[config.mk]
export PLATFORM = sky130hd
export DESIGN_NAME = fetch_stage
export DESIGN_NICKNAME = d
export VERILOG_FILES = /design/src/rtl/cpu_pkg.sv /design/src/rtl/if_id_reg.sv /design/src/rtl/fetch_stage.sv
export SDC_FILE = /design/constraint.sdc
export NUM_CORES = 1
export LEC_CHECK = 0
export CORE_MARGIN = 2
export CORE_UTILIZATION = 46
export DETAILED_ROUTE_END_ITERATION = 8
export GPL_ROUTABILITY_DRIVEN = 0
export PLACE_DENSITY = 0.87
export SYNTH_ARGS = -nofsm -noshare
export SYNTH_HDL_FRONTEND = slang
export SYNTH_SLANG_ARGS = --single-unit
export TNS_END_PERCENT = 10
[constraint.sdc]
create_clock -name clk -period 5.2 [get_ports clk]
set_input_delay 1.3 -clock clk [delete_from_list [all_inputs] [get_ports clk]]
set_output_delay 1.3 -clock clk [all_outputs]
set_load 0.02 [all_outputs]
[src/rtl/cpu_pkg.sv]
// Shared CPU definitions used by the pipeline stages.
package cpu_pkg;

  typedef logic [31:0] word_t;

  // All-zero word used as the pipeline bubble instruction
  localparam word_t NOP = 32'h0000_0000;

  // Every instruction is one 32-bit word
  localparam int INSTR_BYTES = 4;

endpackage

[src/rtl/if_id_reg.sv]
// Pipeline register carrying instruction, its PC and PC+4 between two stages.
// Priority per clock edge: reset > flush (bubble) > stall (hold) > load.
// A bubble clears the instruction and valid bit but keeps the PC fields.
module if_id_reg
  import cpu_pkg::*;
#(
  parameter int n = 32
) (
  input  logic         clk,
  input  logic         reset,
  input  logic         flush,
  input  logic         stall,
  input  logic [n-1:0] instr_in,
  input  logic [n-1:0] pc_in,
  input  logic [n-1:0] pc_plus4_in,
  output logic [n-1:0] instr_out,
  output logic [n-1:0] pc_out,
  output logic [n-1:0] pc_plus4_out,
  output logic         valid_out
);

  logic [n-1:0] instr_q, instr_d;
  logic [n-1:0] pc_q, pc_d;
  logic [n-1:0] pc_plus4_q, pc_plus4_d;
  logic         valid_q, valid_d;

  // Choose between bubble, hold and load for the next register contents
  always_comb begin
    instr_d    = instr_q;
    pc_d       = pc_q;
    pc_plus4_d = pc_plus4_q;
    valid_d    = valid_q;
    if (flush) begin
      instr_d = n'(NOP);
      valid_d = 1'b0;
    end else if (!stall) begin
      instr_d    = instr_in;
      pc_d       = pc_in;
      pc_plus4_d = pc_plus4_in;
      valid_d    = 1'b1;
    end
  end

  // Register the stage contents; synchronous active-low reset gives a bubble
  always_ff @(posedge clk) begin
    if (!reset) begin
      instr_q    <= n'(NOP);
      pc_q       <= '0;
      pc_plus4_q <= '0;
      valid_q    <= 1'b0;
    end else begin
      instr_q    <= instr_d;
      pc_q       <= pc_d;
      pc_plus4_q <= pc_plus4_d;
      valid_q    <= valid_d;
    end
  end

  assign instr_out    = instr_q;
  assign pc_out       = pc_q;
  assign pc_plus4_out = pc_plus4_q;
  assign valid_out    = valid_q;

endmodule

[src/rtl/fetch_stage.sv]
// Instruction-fetch stage: PC register, next-PC selection and the IF/ID register.
// Optional performance counters are built when FETCH_PERF_CNT_EN is defined;
// otherwise the counter ports read constant zero.
module fetch_stage
  import cpu_pkg::*;
#(
  parameter int           n        = 32,
  parameter int           r        = 6,
  parameter logic [n-1:0] RESET_PC = '0
) (
  input  logic         clk,
  input  logic         reset,
  input  logic         stall_f,
  input  logic         flush_d,
  input  logic         redirect_valid,
  input  logic [n-1:0] redirect_target,
  output logic [r-1:0] imem_addr,
  input  logic [n-1:0] imem_readdata,
  output logic [n-1:0] pc_f,
  output logic [n-1:0] instr_d,
  output logic [n-1:0] pc_d,
  output logic [n-1:0] pc_plus4_d,
  output logic         valid_d,
  output logic [31:0]  perf_fetch_cnt,
  output logic [31:0]  perf_stall_cnt
);

  localparam logic [n-1:0] RESET_PC_ALIGNED = {RESET_PC[n-1:2], 2'b00};

  logic [n-1:0] pc_q, pc_next;
  logic [n-1:0] pc_plus4;
  logic         squash;
  logic         unused_target_bits;

  assign unused_target_bits = ^redirect_target[1:0];
  assign pc_plus4           = pc_q + n'(INSTR_BYTES);
  assign squash             = flush_d | redirect_valid;

  // Next PC: redirect beats stall, otherwise advance one word
  always_comb begin
    pc_next = pc_plus4;
    if (redirect_valid) begin
      pc_next = {redirect_target[n-1:2], 2'b00};
    end else if (stall_f) begin
      pc_next = pc_q;
    end
  end

  // PC register with synchronous active-low reset
  always_ff @(posedge clk) begin
    if (!reset) begin
      pc_q <= RESET_PC_ALIGNED;
    end else begin
      pc_q <= pc_next;
    end
  end

  assign pc_f      = pc_q;
  assign imem_addr = pc_q[r+1:2];

  if_id_reg #(.n(n)) u_if_id (
    .clk          (clk),
    .reset        (reset),
    .flush        (squash),
    .stall        (stall_f),
    .instr_in     (imem_readdata),
    .pc_in        (pc_q),
    .pc_plus4_in  (pc_plus4),
    .instr_out    (instr_d),
    .pc_out       (pc_d),
    .pc_plus4_out (pc_plus4_d),
    .valid_out    (valid_d)
  );

`ifdef FETCH_PERF_CNT_EN
  logic [31:0] fetch_cnt_q, fetch_cnt_d;
  logic [31:0] stall_cnt_q, stall_cnt_d;
  logic        fetch_load;

  assign fetch_load = !squash && !stall_f;

  // Count IF/ID loads and stall cycles that are not overridden by a redirect
  always_comb begin
    fetch_cnt_d = fetch_cnt_q;
    stall_cnt_d = stall_cnt_q;
    if (fetch_load) begin
      fetch_cnt_d = fetch_cnt_q + 32'd1;
    end
    if (stall_f && !redirect_valid) begin
      stall_cnt_d = stall_cnt_q + 32'd1;
    end
  end

  // Counter registers, cleared by reset and wrapping naturally
  always_ff @(posedge clk) begin
    if (!reset) begin
      fetch_cnt_q <= '0;
      stall_cnt_q <= '0;
    end else begin
      fetch_cnt_q <= fetch_cnt_d;
      stall_cnt_q <= stall_cnt_d;
    end
  end

  assign perf_fetch_cnt = fetch_cnt_q;
  assign perf_stall_cnt = stall_cnt_q;
`else
  assign perf_fetch_cnt = 32'h0;
  assign perf_stall_cnt = 32'h0;
`endif

endmodule

==> results.yml <==
timing:
  finalSetupViolCount: 0
  worstMarginPinSlew_ns: 0.909
  setup_tns_ns: 0
  final-hold-violation-count: 0
  whs_ns: 0.453
  slew_headroom_pct: 39.3
  clock.fmax_mhz: 296
  period_share_pct: 65.0
  final.setup_skew_ns: 0.00845
  rsz0062_at_grt: "no"
  final.min_clock_period_ns: 3.38
  maxSlewViolCount: 0
place:
  hpwlAfterDp_um: 12000
  io_buffer_count: 195
drt:
  first_pass_iters: 5
  drtIter0Drc: 404
  vias_per_cell: 5.38
  ant_nets: 0
  drt-total-wl_um: 17500
  vias: 5801
  avgRoutedWirePerCell_um: 16.2
  drcViolationCount: 0
worst_setup_path:
  startpoint_type: "flip-flop"
  critical_path.cell_chain: "clkdlybuf4s50_1"
  critPathTopFamily: "flip-flops"
  worstSetupEndpointType: "primary output"
  slowest_stage: "dfxtp_1"
  timing_worst_setup_path_type: "flip-flop to primary output"
  arrival_ns: 2.08
  required_ns: 3.90
  path_buf_inv: 1
  critPathMaxStageDelay_ns: 0.91
  path_max_fanout: 21
global_routing:
  grt_usage_pct: 24.6
  grt_max_degree: 49
  grt_pass1_wl_um: 27300
  grt_overflow: 0
  grt_pass1_vias: 5203
  antenna_found_initial: 0
clock_network:
  clk_pin_slew_worst_paths_ns: 0.05
  postCtsHoldBufs: 0
  tritoncts: "done"
  post-cts-setup-buffer-count: 0
  htreeDepth: 4
  clk_latency_ns: 0.42
  cts_buffers: 17
  clock_sinks: 123
  clockRootBuffer: "clkbuf_16"
  cts-resized-gates: 0
  cts_buffer_depth: 2
yosys:
  yosys_warnings: 0
  synthMuxAreaShare_pct: 5.76
  synth_edf_count: 0
  synth.most_common_cell: "dfxtp_1"
  yosys-top-cells-area: "dfxtp_1 (40%), buf_4 (10%), mux2i_1 (5.8%)"
  synth-compound-area-share_pct: 15.8
  synth-xor-area-share_pct: 3.17
  yosys.area.top_type: "dfxtp_1"
  ys_types: 50
  synth_fa_ha_area_share_pct: 0.206
  syn_area_per_cell_um2: 8.27
  async_flop_share_pct: 0
  synth_area_um2: 6090
  synth_top_family_by_area: "simple AND/OR/NAND/NOR gates"
  ys.flop_type: "dfxtp_1"
  synth_simple_gate_area_share_pct: 20.5
  synth_top_cells_by_count: "dfxtp_1 (123), nand2_1 (91), buf_4 (81), nor2_1 (58), o21ai_0 (53)"
  synth_seq_area_share_pct: 40.5
  netlist_instances: 736
  ys_ff_latch: 123
  synth_top_area_share_pct: 40.5
min_path:
  hold_path.class: "flip-flop to flip-flop"
floorplan:
  dieArea_um2: 14200
  initial_core_util_pct: 46.5
  die_w_um: 119
  core_area_um2: 13100
  rows: 42
  fp.dieH_um: 119
  io_pins: 268
layout:
  fin_nets: 960
  area_growth_pct: 37.2
  antenna-diode-count: 0
  layout-drive-gt1-share_pct: 5.10
flow_run:
  cap_violations: 0
power_and_ir_drop:
  p_leak_nw: 3.01
  p_per_area_nw_per_um2: 311
  ir_drop_v: 0.000174
outcome:
  outcome: "finished, final reports clean"
area by class of cell:
type                    instances  area, um2
clock buffers                  24        492
clock inverters                 7        113
fillers                      1097       4730
inverters                       4       15.0
multi-input cells             540       3040
flip-flops and latches        123       2460
well taps                     176        220
repair buffers                204       2010
layer usage:
layer | part of all wire (%) | vias up | global-route usage [%]
met2 | 47 | 314 | 39.5
met3 | 10 | 30 | 8.67
li1 | - | 2760 | -
met5 | 0 | - | 0
met4 | 2.6 | 0 | 10.1
met1 | 40 | 2697 | 30.1
final timing paths:
kind / from / end / slack (ns) / depth (start not counted)
worst max register to register: pc_f[6] / pc_f[26] / 2.53 / 4
worst min register to register: u_if_id.pc_out[17] / u_if_id.pc_out[17] / 0.45 / 2
worst max-delay path: pc_f[6] / imem_addr[4] / 1.82 / 1
worst min-delay path: u_if_id.pc_out[17] / u_if_id.pc_out[17] / 0.45 / 2
cells in the final DEF, fill, tap and decap left out, drive strengths merged, types with 6 or more instances in the layout:
master / count
nor4: 8
and4: 6
nand2: 91
and3: 6
or4: 17
dfxtp: 123
buf: 10
xor2: 12
nor2: 58
a21oi: 44
xnor2: 10
mux2i: 35
a31oi: 22
conb: 70
a211oi: 12
clkbuf: 24
clkdlybuf4s50: 194
nor3: 6
o31ai: 17
nand4: 15
or3: 10
nand3: 13
o21ai: 53
metrics by stage:
| step | cells | util, % | power, W | setup slack (ns) | instance area, um2 |
|---|---|---|---|---|---|
| 2_1_floorplan | 805 | - | 0.00129 | 2.49 | 6340 |
| 3_3_place_gp | 1047 | 59.2 | 0.00140 | 1.64 | 7750 |
| 3_5_place_dp | 1047 | 59.2 | 0.00141 | 1.60 | 7750 |
| 4_1_cts | 1078 | 63.8 | 0.00261 | 1.84 | 8350 |
| 5_1_grt | 1078 | 63.8 | 0.00270 | 1.77 | 8350 |
| 6_report | 1078 | 63.8 | 0.00260 | 1.82 | 8350 |
power breakdown:
part / internal (W) / leakage [nW] / switching, W
Combinational: 0.000158 / 1.71 / 0.000200
Clock: 0.000799 / 0.296 / 0.000407
Sequential: 0.000981 / 1.00 / 0.0000538
Total: 0.00194 / 3.01 / 0.000661
cells by family (layout without fill, tap and decap cells):
family | after synthesis | in the layout
and+or+nand+nor | 251 | 251
muxes | 35 | 35
DFF | 123 | 123
xor gates and xnor gates | 22 | 22
AOI/OAI and AO/OA | 161 | 161
adders and majority gates | 1 | 1
buffers and inverters | 142 | 239
other | 1 | 70
flip-flops by register name (all words and copies together), names as in the netlist:
register              cells
u_if_id.pc_plus4_out     30
u_if_id.instr_out        32
u_if_id.valid_out         1
pc_f                     30
u_if_id.pc_out           30
Power figures use the tool's default switching activity.
